$ cat src/rtl/if_pc_gen.sv
// Instruction-fetch PC generator: EX redirects, ID JAL targets, optional BTB prediction, PC+4.
// Define IF_PC_GEN_BTB_EN to build the direct-mapped branch target buffer.
module if_pc_gen #(
  parameter logic [31:0] RESET_PC    = 32'h0000_0000,
  parameter int          BTB_ENTRIES = 8
) (
  input  logic        clk,
  input  logic        rst_n,
  input  logic        en,
  output logic [31:0] PCF,
  output logic        pred_taken_f,
  input  logic        jal_d,
  input  logic [31:0] jal_target_d,
  input  logic        ex_en,
  input  logic        ex_br,
  input  logic        ex_jalr,
  input  logic [31:0] ex_pc,
  input  logic        ex_taken,
  input  logic [31:0] ex_target,
  input  logic        ex_pred_taken,
  output logic        redirect_e
);

  localparam int IDX   = $clog2(BTB_ENTRIES);
  localparam int TAG_W = 30 - IDX;

  logic [31:0] pc_plus4;
  logic [31:0] ex_pc_plus4;
  logic [31:0] redirect_target;
  logic [31:0] next_pc;

  assign pc_plus4    = PCF + 32'd4;
  assign ex_pc_plus4 = ex_pc + 32'd4;

  // A JALR always redirects; a branch takes its fall-through path when it was predicted but not taken.
  assign redirect_target = (ex_jalr || ex_taken) ? ex_target : ex_pc_plus4;

`ifdef IF_PC_GEN_BTB_EN
  logic             btb_valid  [BTB_ENTRIES];
  logic [1:0]       btb_cnt    [BTB_ENTRIES];
  logic [TAG_W-1:0] btb_tag    [BTB_ENTRIES];
  logic [29:0]      btb_target [BTB_ENTRIES];

  logic [IDX-1:0]   idx_f;
  logic [IDX-1:0]   idx_e;
  logic             hit_f;
  logic             hit_e;
  logic             train;
  logic [31:0]      btb_pred_target;

  assign idx_f = PCF[IDX+1:2];
  assign idx_e = ex_pc[IDX+1:2];
  assign hit_f = btb_valid[idx_f] && (btb_tag[idx_f] == PCF[31:IDX+2]);
  assign hit_e = btb_valid[idx_e] && (btb_tag[idx_e] == ex_pc[31:IDX+2]);
  assign train = ex_en && ex_br;

  assign pred_taken_f    = hit_f && btb_cnt[idx_f][1];
  assign btb_pred_target = {btb_target[idx_f], 2'b00};
  assign redirect_e      = ex_jalr || (ex_br && (ex_taken != ex_pred_taken));

  // NOTE: sequential state uses non-blocking (<=) so every flop samples pre-edge values;
  // this is also what makes a same-cycle lookup see the old BTB contents.
  always_ff @(posedge clk or negedge rst_n) begin
    if (!rst_n) begin
      for (int i = 0; i < BTB_ENTRIES; i++) begin
        btb_valid[i] <= 1'b0;
        btb_cnt[i]   <= 2'b00;
      end
    end else if (train) begin
      if (hit_e) begin
        if (ex_taken && btb_cnt[idx_e] != 2'b11)
          btb_cnt[idx_e] <= btb_cnt[idx_e] + 2'd1;
        else if (!ex_taken && btb_cnt[idx_e] != 2'b00)
          btb_cnt[idx_e] <= btb_cnt[idx_e] - 2'd1;
      end else if (ex_taken) begin
        btb_valid[idx_e] <= 1'b1;
        btb_cnt[idx_e]   <= 2'b10;
      end
    end
  end

  // NOTE: tag/target storage has no reset; it is never consulted while valid is clear.
  always_ff @(posedge clk) begin
    if (train && ex_taken) begin
      btb_tag[idx_e]    <= ex_pc[31:IDX+2];
      btb_target[idx_e] <= ex_target[31:2];
    end
  end
`else
  logic unused_ok;

  assign unused_ok    = ex_en ^ ex_pred_taken;
  assign pred_taken_f = 1'b0;
  assign redirect_e   = ex_jalr || (ex_br && ex_taken);
`endif

  // NOTE: next_pc is defaulted first so every path assigns it and no latch is inferred.
  always_comb begin
    next_pc = PCF;
    if (redirect_e)
      next_pc = redirect_target;
    else if (jal_d && en)
      next_pc = jal_target_d;
`ifdef IF_PC_GEN_BTB_EN
    else if (en && pred_taken_f)
      next_pc = btb_pred_target;
`endif
    else if (en)
      next_pc = pc_plus4;
  end

  always_ff @(posedge clk or negedge rst_n) begin
    if (!rst_n)
      PCF <= RESET_PC;
    else
      PCF <= next_pc & 32'hFFFF_FFFC;
  end

endmodule

$ cat config.mk
export PLATFORM = sky130hd
export DESIGN_NAME = if_pc_gen
export DESIGN_NICKNAME = d
export VERILOG_FILES = /design/src/rtl/if_pc_gen.sv
export SDC_FILE = /design/constraint.sdc
export NUM_CORES = 1
export LEC_CHECK = 0
export ABC_AREA = 1
export CORE_AREA = 2 2 91 93
export DETAILED_ROUTE_END_ITERATION = 8
export DIE_AREA = 0 0 93 95
export PLACE_DENSITY = 0.74
export SLEW_MARGIN = 20
export SYNTH_ARGS = -nofsm -noshare
export SYNTH_HDL_FRONTEND = slang
export SYNTH_SLANG_ARGS = --single-unit
$ cat constraint.sdc
create_clock -name clk -period 4.5 [get_ports clk]
set_input_delay 1.125 -clock clk [delete_from_list [all_inputs] [get_ports clk]]
set_output_delay 1.125 -clock clk [all_outputs]
set_load 0.005 [all_outputs]
-- Word level (Yosys, flattened, before mapping)
Index checks and enable logic that the tools add are counted.
- output and inout port bits: 34
- register bits after elaboration: 30
- $add $sub $neg: 2
- reductions and logical operators: 5
- multiplexer cells: 4
- operators with widths (cell ; count):
    two-way mux 32 bit ; 4
    adder 32 x 3 -> 32 bit (second input constant) ; 2
    nonzero test 3 bit ; 1
    logical AND 1 bit ; 2
    logical OR 1 bit ; 2

-- Depth between registers and ports, before layout
Gate-level depths: netlist of run 1.
- word-level depth: 4
- gate-level depth with buffers: 11

-- Least setup slack after synthesis of run 1
Ideal clock, no wire load.
- path type: input-to-output
- from: in ex_br
- to: out redirect_e
- buffers on the path: 1
- stages on the path: 5
- required time: 3375 ps
- arrival time: 1676 ps
- path slack: 1699 ps
- cell sequence: nand2_1 -> inv_1 -> nor2_4 -> inv_2 -> clkbuf_1
- cells in the longest elaborated chain, start to end: 2
- ends and longest elaborated chain (element ; line ; RTL):
    start: declaration ; 15 ; input logic ex_br,
    logical AND 1 bit ; 94 ; assign redirect_e = ex_jalr || (ex_br && ex_taken);
    logical OR 1 bit ; 94 ;
    end: declaration ; 21 ; output logic redirect_e
Every way passes these cells.

-- Worst setup path after layout of run 1
- from: in ex_taken
- to: reg PCF[4]
- cells in the longest elaborated chain, start to end: 3
- ends and longest elaborated chain (element ; line ; RTL):
    start: declaration ; 18 ; input logic ex_taken,
    logical OR 1 bit / logical AND 1 bit (equally long branches) ; 36, 94 ;
    two-way mux 32 bit / logical OR 1 bit (equally long branches) ; 36, 94 ;
    two-way mux 32 bit / nonzero test 3 bit (equally long branches) ; -- ;
    end signal: assignment ; 116 ; PCF <= next_pc & 32'hFFFF_FFFC;
    end: declaration ; 10 ; output logic [31:0] PCF,
Parallel ways exist; a longest one is shown, timed or not.
A chain may end at the register's enable or synchronous reset.

==> run_results.csv, run 1 <==
group,metric,value,unit
outcome,outcome,"finished clean",
floorplan,die_w,93,um
final_layout,top_regs,"PCF x30",
final_layout,diodes,0,
floorplan,ios,139,
drt,routed_via_density,4.88,
timing,hold_viol_final,0,
power_and_ir_drop,power.density,255,mW/mm^2
critical_path,reg2reg_from,"PCF[3]$_DFFE_PN0P_",
critical_path,critPathMaxFanout,28,
floorplan,start_util,33.5,%
final_layout,top_register,"PCF",
clock_tree,root_buffer,"clkbuf_8",
yosys,synth-simple-area-share,43.4,%
clock_tree,cts-htree-levels,2,
power_and_ir_drop,irDropWorstVdd,133,uV
clock_tree,clock-sinks,30,
drt,wirelength,8.43,mm
clock_tree,clock_latency,0.29,ns
drt,drc,0,
worst_hold_path,hold_class,"flip-flop to flip-flop",
yosys,ys_seq_area_share,28.3,%
timing,slew_viol_final,0,
yosys,synthXorXnorAreaFrac,1.32,%
drt,drtPass1Iterations,4,
final_layout,area_growth,43.8,%
floorplan,dieArea,0.00884,mm^2
drt,drt_iter0_markers,257,
flow_run,max_cap_viol_count,0,
timing,rsz0062_at_grt,"no",
timing,period_share,78.4,%
power_and_ir_drop,p_leak,1.76,nW
place,dp_hpwl,6.32,mm
clock_tree,clkSlewWorstSetupHoldPaths,0.07,ns
floorplan,die_h,95,um
drt,wl_per_cell,13.1,um
timing,min_period,3.53,ns
yosys,netlist_area,0.00265,mm^2
grt,grt_max_degree,36,
grt,gr-total-overflow,0,
place,gp_congestion,0.924,
yosys,yosysWarnings,0,
yosys,ys_ff_latch,30,
floorplan,num_rows,33,
power_and_ir_drop,power,973,uW
grt,grt_pass1_vias,2961,
critical_path,endpoint_kind,"flip-flop",
yosys,syn_avg_cell_area,6.00,um^2
yosys,synthAdderAreaFrac,0.471,%
clock_tree,clk_path_buf_depth,2,
critical_path,critPathLaunch,"ex_taken",
critical_path,crit_arrival,3.72,ns
final_layout,largest_register_ffs,30,
yosys,synth_top_family_by_area,"simple AND/OR/NAND/NOR gates",
drt,num_vias,3136,
timing,relSlewSlack,43.1,%
floorplan,core-area,0.00793,mm^2
yosys,synthMuxAreaShare,0,%
yosys,syn_inst,442,
clock_tree,cts_hold_buffers,0,
critical_path,required,4.69,ns
drt,ant_nets,0,
worst_hold_path,worstHoldStart,"PCF[31]$_DFFE_PN0P_",
timing,setup_tns,0,ns
timing,fmax,283,MHz
yosys,synth_cell_types,33,
clock_tree,post_cts_buffers,0,
grt,grt_pass1_wl,13.9,mm
timing,setup_viol,0,
timing,worst_pin_slew,0.848,ns
clock_tree,cts_resized,0,
clock_tree,cts_tree,"done",
final_layout,drive_gt1_share,6.32,%
critical_path,start_kind,"input port",
grt,antenna_found_initial,0,
grt,grt_usage,19.8,%
timing,clock_skew,0.00466,ns
final_layout,nNetsFinal,643,
clock_tree,numCtsBuffers,5,
critical_path,path_class,"input port to flip-flop",
place,io_buffers,97,
yosys,synth-compound-area-share,15.3,%
==> path summary, 6_finish.rpt <==
path	endpoint	cells past startpoint	slack (ns)
min in group asynchronous	PCF[27]$_DFFE_PN0P_	2	1.23
max reg2reg	PCF[24]$_DFFE_PN0P_	10	2.76
min reg2reg	PCF[31]$_DFFE_PN0P_	2	0.55
min	PCF[31]$_DFFE_PN0P_	2	0.55
max	PCF[4]$_DFFE_PN0P_	8	0.97
max in group asynchronous	PCF[2]$_DFFE_PN0P_	2	2.97
==> critical path, cell delays in order <==
cell and delay [ns]:
clkdlybuf4s50_1 0.45, nand2_1 0.04, inv_1 0.08, nor2_4 0.05
buf_4 0.17, nand2_1 0.49, clkinv_1 0.88, o211ai_1 0.41
==> synthesized netlist by cell type <==
master,number,share of area [%]
nand2_1,164,23
inv_1,46,6.5
nand3_1,41,7.7
nor2_1,36,5.1
dfrtp_1,30,28
o21ai_0,29,5.5
a21oi_1,24,4.5
nor2_4,7,3.0
buf_2,6,1.1
o21bai_1,6,1.7
clkbuf_1,5,0.71
buf_4,4,1.1
nand2_2,4,0.94
nor2_2,4,0.94
nor3_1,4,0.75
o211ai_1,4,1.1
o21ai_1,4,0.75
xnor2_1,3,0.99
a21o_1,2,0.57
and2_1,2,0.47
clkbuf_8,2,1.0
clkinv_1,2,0.28
nand2_4,2,0.85
o2111ai_1,2,0.66
a31oi_1,1,0.24
buf_1,1,0.14
conb_1,1,0.14
ha_1,1,0.47
inv_2,1,0.14
nand4_1,1,0.24
o22ai_1,1,0.24
or2_2,1,0.24
xor2_1,1,0.33
==> cells by family (layout without fill, tap and decap cells) <==
group,after synthesis,count (layout)
and+or+nand+nor,266,266
buffers and inverters,67,161
other,1,3
DFF,30,30
AOI/OAI and AO/OA,73,73
xor gates and xnor gates,4,4
adders and majority gates,1,1
==> metrics by stage <==
| stage | setup WS [ns] | hold slack, ns | cell area, um^2 | std cells | util [%] |
|---|---|---|---|---|---|
| after floorplan | 1.70 | 0.514 | 2660 | 444 | - |
| after detailed placement | 0.589 | 0.536 | 3710 | 635 | 46.7 |
| final | 0.972 | 0.552 | 3810 | 643 | 48.1 |
| after global routing | 0.642 | 0.628 | 3810 | 643 | 48.1 |
| after global placement | 0.657 | 0.531 | 3710 | 635 | 46.7 |
| after CTS | 0.885 | 0.552 | 3810 | 643 | 48.1 |
==> placed cells by master, fill, tap and decap left out, types with 5 or more instances in the layout <==
| cell type | synthesis | routed |
|---|---|---|
| o21bai_1 | 6 | 6 |
| clkdlybuf4s50_1 | 0 | 97 |
| nor2_1 | 36 | 36 |
| dfrtp_1 | 30 | 30 |
| nor2_4 | 7 | 7 |
| buf_4 | 4 | 7 |
| nand3_1 | 41 | 41 |
| o21ai_0 | 29 | 29 |
| clkbuf_8 | 2 | 5 |
| nand2_1 | 164 | 164 |
| a21oi_1 | 24 | 24 |
| inv_1 | 46 | 46 |
==> area by class of cell <==
| type | count | area [um^2] |
|---|---|---|
| clock buffers | 5 | 68.8 |
| clock inverters | 3 | 40.0 |
| multi-input cells | 347 | 1620 |
| fillers | 834 | 4110 |
| flip-flops and latches | 30 | 751 |
| repair buffers | 104 | 1020 |
| well taps | 105 | 131 |
| inverters | 49 | 184 |
==> where the power goes <==
| part | internal (mW) | total [mW] | switching (mW) |
|---|---|---|---|
| combinational | 0.178 | 0.331 | 0.153 |
| clock | 0.163 | 0.279 | 0.116 |
| sequential | 0.304 | 0.363 | 0.0584 |
| total | 0.646 | 0.973 | 0.327 |
==> layer usage <==
| metal | track usage [%] | share of wire [%] | vias up |
|---|---|---|---|
| li1 | - | - | 1602 |
| met1 | 25.0 | 44 | 1416 |
| met2 | 34.4 | 49 | 107 |
| met3 | 3.91 | 6.1 | 11 |
| met4 | 5.64 | 1.4 | 0 |
| met5 | 0 | 0 | - |
Note: power is estimated with default switching activity, not from simulation.
==> run 2, diff against run 1 <==
Clock period 4.5 ns to 3.51 ns, I/O delays scaled along.
==> run 2 against run 1 <==
  * First-iteration DRC count down 29%
  * Worst hold slack lost 0.0021 ns
  * Sequential power increased by 28%
  * Sequential share of layout area is 0.052 points higher
  * Critical path depth is 2 lower
  * Cell count rose by 0.16%
  * Register-to-register slack worse by 0.99 ns
  * Worst setup slack got worse by 0.39 ns
  * Clock skew barely moved
  * Non-clock buffer count is 1 higher
  * Largest cell class unchanged
  * Highest routed layer unchanged
==> run_results.csv, run 2 (synthesis results as in run 1) <==
group,metric,value,unit
outcome,outcome,"finished clean",
floorplan,die_h,95,um
power_and_ir_drop,irDropWorstVdd,126,uV
timing,setup_viol,0,
timing,min_period,2.93,ns
flow_run,max_cap_viol_count,0,
critical_path,path_class,"input port to output port",
critical_path,critPathLaunch,"ex_br",
timing,setup_tns,0,ns
place,dp_cells,636,
drt,wirelength,8.25,mm
final_layout,largest_register_ffs,30,
clock_tree,cts_tree,"done",
timing,hold_viol_final,0,
final_layout,layout_commonest_cell,"nand2_1",
final_layout,post_layout_nonfiller_instances,644,
clock_tree,numCtsBuffers,5,
drt,ant_nets,0,
critical_path,cpPeakStageDelay,0.50,ns
clock_tree,clk_path_buf_depth,2,
final_layout,top_regs,"PCF x30",
worst_hold_path,hold_class,"flip-flop to flip-flop",
clock_tree,clock-sinks,30,
grt,gr-total-overflow,0,
drt,drtPass1Iterations,5,
final_layout,nNetsFinal,644,
final_layout,final_area,0.00380,mm^2
place,dp_hpwl,6.24,mm
critical_path,r2r_setup_slack,1.77,ns
drt,wl_per_cell,12.8,um
drt,routed_via_density,4.80,
critical_path,crit_top_cell,"clkdlybuf4s50_1",
clock_tree,root_buffer,"clkbuf_8",
drt,num_vias,3094,
timing,fmax,341,MHz
grt,grt_max_degree,36,
critical_path,endpoint_kind,"output port",
place,gp_congestion,0.924,
timing,period_share,83.5,%
critical_path,crit_arrival,2.05,ns
final_layout,area_growth,43.4,%
floorplan,start_util,33.5,%
grt,antenna_found_initial,0,
floorplan,num_rows,33,
floorplan,die_w,93,um
clock_tree,post_cts_buffers,0,
floorplan,ios,139,
clock_tree,clock_latency,0.28,ns
power_and_ir_drop,power.density,311,mW/mm^2
clock_tree,cts_resized,0,
grt,grt_pass1_wl,13.1,mm
critical_path,cp_slowest_cell,"clkdlybuf4s50_1",
power_and_ir_drop,p_leak,1.76,nW
clock_tree,cts-htree-levels,2,
timing,slew_viol_final,0,
final_layout,layout_common_cells,"nand2_1, clkdlybuf4s50_1, inv_1",
worst_hold_path,worstHoldStart,"PCF[31]$_DFFE_PN0P_",
floorplan,core-area,0.00793,mm^2
critical_path,start_kind,"input port",
timing,hold_ws,0.550,ns
timing,rsz0062_at_grt,"no",
grt,grt_usage,18.7,%
timing,clock_skew,0.00467,ns
final_layout,top_register,"PCF",
grt,grt_pass1_vias,2742,
critical_path,reg2reg_from,"PCF[3]$_DFFE_PN0P_",
drt,drc,0,
floorplan,dieArea,0.00884,mm^2
critical_path,critPathMaxFanout,2,
critical_path,required,2.63,ns
final_layout,drive_gt1_share,6.31,%
clock_tree,clkSlewWorstSetupHoldPaths,0.07,ns
place,io_buffers,97,
clock_tree,cts_hold_buffers,0,
drt,drt_iter0_markers,183,
final_layout,diodes,0,
critical_path,path_cells,"clkdlybuf4s50_1 -> nand2_1 -> inv_1 -> nor2_4 -> inv_2 -> clkdlybuf4s50_1",
place,post_dp_cell_area,0.00371,mm^2
-- run 2: cell count changes in the layout (fill, tap and decap cells not counted), sizes merged --
cell | previous run | this run
buf | 7 | 8
bufinv | 1 | 0
clkbuf | 5 | 7
clkinv | 4 | 3
-- run 2: layout make-up --
cell class | count | area [um^2]
Tap cell | 105 | 131
Multi-Input combinational cell | 347 | 1620
Clock buffer | 7 | 86.3
Sequential cell | 30 | 751
Timing Repair Buffer | 105 | 1030
Fill cell | 812 | 4120
Inverter | 49 | 184
Clock inverter | 1 | 5.00
-- run 2: critical path, delay by kind of cell --
family                 cells  cell delay [ns]
buffers and inverters      4             1.08
AND/OR/NAND/NOR            2             0.10
-- run 2: stage by stage --
stage / setup slack, ns / utilization (%) / total power, mW
after global placement: 0.558 / 46.8 / 0.886
final: 0.580 / 48.0 / 1.18
after floorplan: 1.20 / - / 0.661
after detailed placement: 0.561 / 46.8 / 0.895
after global routing: 0.486 / 48.0 / 1.26
after CTS: 0.561 / 48.0 / 1.19
-- run 2: path summary, 6_finish.rpt --
kind	end	cells after the start
min in group asynchronous	PCF[28]$_DFFE_PN0P_	2
worst max-delay path	redirect_e	6
max in group asynchronous	PCF[3]$_DFFE_PN0P_	2
worst min register to register	PCF[31]$_DFFE_PN0P_	2
worst min-delay path	PCF[31]$_DFFE_PN0P_	2
worst max register to register	PCF[24]$_DFFE_PN0P_	11
-- run 2: routing by layer --
| layer | GRT usage (%) | up-vias | part of all wire (%) |
|---|---|---|---|
| met3 | 3.67 | 16 | 6.7 |
| met2 | 31.3 | 123 | 46 |
| met5 | 0 | - | 0 |
| li1 | - | 1593 | - |
| met4 | 7.48 | 0 | 2.7 |
| met1 | 23.8 | 1362 | 44 |
-- run 2: power by group --
group	total (mW)	internal [mW]	switching, mW
Sequential	0.464	0.390	0.0732
Combinational	0.424	0.229	0.195
Clock	0.294	0.158	0.136
==> run 3, diff against run 2 <==
Clock period 3.51 ns to 2.9 ns, I/O delays scaled along.
==> run 3 against run 2 <==
  * Sequential share of layout area about the same
  * Sequential cell count unchanged
  * Worst hold slack improved by 0.0014 ns
  * Worst setup slack got worse by 0.30 ns
  * Final area rose by 0.20%
  * Non-clock buffer count grew 1
  * First-iteration DRC count is 6.6% higher
  * Total power grew 22%
  * Cell count up 0.16%
==> run_results.csv, run 3 (synthesis results as in run 1) <==
group,metric,value,unit
critical_path,crit_path_end,"redirect_e",
floorplan,num_rows,33,
clock_tree,cts_hold_buffers,0,
critical_path,cpPeakStageDelay,0.49,ns
critical_path,cp.depth,6,
critical_path,critPathBufInv,4,
power_and_ir_drop,p_leak,1.76,nW
clock_tree,cts-htree-levels,2,
worst_hold_path,hold_class,"flip-flop to flip-flop",
grt,grt_max_degree,36,
drt,num_vias,3097,
clock_tree,numCtsBuffers,5,
floorplan,die_h,95,um
timing,slew_viol_final,0,
final_layout,top_regs,"PCF x30",
worst_hold_path,min_path_cells,2,
grt,grt_pass1_vias,2843,
clock_tree,post_cts_buffers,0,
critical_path,start_kind,"input port",
floorplan,core-area,0.00793,mm^2
floorplan,ios,139,
place,io_buffers,97,
floorplan,start_util,33.5,%
clock_tree,cts_resized,0,
drt,drc,0,
drt,drtPass1Iterations,4,
timing,period_share,90.4,%
critical_path,cp_top_family,"buffers and inverters",
critical_path,required,2.17,ns
timing,setup_viol,0,
floorplan,die_w,93,um
drt,drt_iter0_markers,195,
timing,min_period,2.62,ns
outcome,outcome,"finished clean",
critical_path,reg2reg_from,"PCF[3]$_DFFE_PN0P_",
grt,grt_pass1_wl,13.4,mm
critical_path,rr_endpoint,"PCF[24]$_DFFE_PN0P_",
critical_path,critPathLaunch,"ex_taken",
drt,wirelength,8.37,mm
power_and_ir_drop,power.density,378,mW/mm^2
final_layout,area_growth,43.7,%
timing,rsz0062_at_grt,"no",
grt,gr-total-overflow,0,
timing,hold_viol_final,0,
critical_path,r2r_setup_slack,1.17,ns
timing,setup_tns,0,ns
power_and_ir_drop,irDropWorstVdd,185,uV
final_layout,layout_common_cells,"nand2_1, clkdlybuf4s50_1, inv_1",
final_layout,layout_commonest_cell,"nand2_1",
clock_tree,cts_tree,"done",
critical_path,crit_top_cell,"clkdlybuf4s50_1",
final_layout,drive_gt1_share,6.48,%
floorplan,dieArea,0.00884,mm^2
critical_path,critPathMaxFanout,2,
clock_tree,clkSlewWorstSetupHoldPaths,0.06,ns
drt,ant_nets,0,
critical_path,crit_arrival,1.90,ns
drt,wl_per_cell,13.0,um
final_layout,top_register,"PCF",
clock_tree,clock-sinks,30,
clock_tree,clk_path_buf_depth,2,
timing,clock_skew,0.0108,ns
final_layout,nFillCells,835,
place,gp_congestion,0.918,
grt,grt_usage,19.2,%
final_layout,largest_register_ffs,30,
clock_tree,root_buffer,"clkbuf_8",
place,dp_hpwl,6.27,mm
final_layout,nNetsFinal,645,
timing,fmax,382,MHz
critical_path,path_cells,"clkdlybuf4s50_1 -> nand2_1 -> inv_1 -> nor2_4 -> inv_2 -> clkdlybuf4s50_1",
final_layout,diodes,0,
drt,routed_via_density,4.80,
grt,antenna_found_initial,0,
final_layout,multi_input_area,0.00162,mm^2
final_layout,seqCellArea,751,um^2
power_and_ir_drop,power,1.44,mW
critical_path,endpoint_kind,"output port",
critical_path,path_class,"input port to output port",
flow_run,max_cap_viol_count,0,
critical_path,reg2reg_depth,10,
clock_tree,clock_latency,0.29,ns
critical_path,cp_slowest_cell,"clkdlybuf4s50_1",
-- run 3: changes by cell type in the layout (fill, tap and decap cells not counted) --
| cell | change |
|---|---|
| buf_4 | +1 |
-- run 3: how the worst min path moves through the flow --
stage	slack [ns]	end	start
final	0.55	PCF[31]$_DFFE_PN0P_	PCF[31]$_DFFE_PN0P_
after global routing	0.60	PCF[31]$_DFFE_PN0P_	PCF[31]$_DFFE_PN0P_
after floorplan	0.43	PCF[10]$_DFFE_PN0P_	rst_n
after CTS	0.56	PCF[31]$_DFFE_PN0P_	PCF[31]$_DFFE_PN0P_
after global placement	0.53	PCF[31]$_DFFE_PN0P_	PCF[31]$_DFFE_PN0P_
after detailed placement	0.55	PCF[31]$_DFFE_PN0P_	PCF[31]$_DFFE_PN0P_
-- run 3: routing by layer --
metal	GRT usage (%)	part of all wire, %	up-vias
met4	8.09	2.5	0
met3	2.71	4.9	15
li1	-	-	1597
met5	0	0	-
met2	32.5	48	91
met1	24.6	44	1394
-- run 3: area by class of cell --
type                    instances  share of cell area [%]
multi-input cells             347                    42.4
clock buffers                   7                    2.26
well taps                     105                    3.45
flip-flops and latches         30                    19.7
clock inverters                 1                   0.131
inverters                      49                    4.82
repair buffers                106                    27.2
-- run 3: power breakdown --
group          internal (mW)  switching (mW)  total, mW
Clock                  0.191           0.174      0.365
Combinational          0.278           0.236      0.514
Sequential             0.472          0.0902      0.563
-- run 3: worst register-to-register path, stage by stage (launching register included) --
cell and delay, ns:
dfrtp_1 0.44, ha_1 0.22, nand2_2 0.09, nor2_4 0.14, nand2_1 0.12, nor2_2 0.25, nand3_1 0.12, nand3_1 0.10
nand2_1 0.05, nand2_1 0.05, nand2_1 0.04
-- run 3: stage by stage --
step | std cells | setup slack, ns | hold WS [ns] | instance area, um^2 | utilization [%]
after floorplan | 444 | 0.899 | 0.429 | 2660 | -
after global placement | 637 | 0.264 | 0.534 | 3720 | 46.9
after detailed placement | 637 | 0.266 | 0.546 | 3720 | 46.9
after CTS | 645 | 0.266 | 0.560 | 3810 | 48.1
after global routing | 645 | 0.224 | 0.598 | 3810 | 48.1
final | 645 | 0.280 | 0.551 | 3810 | 48.1
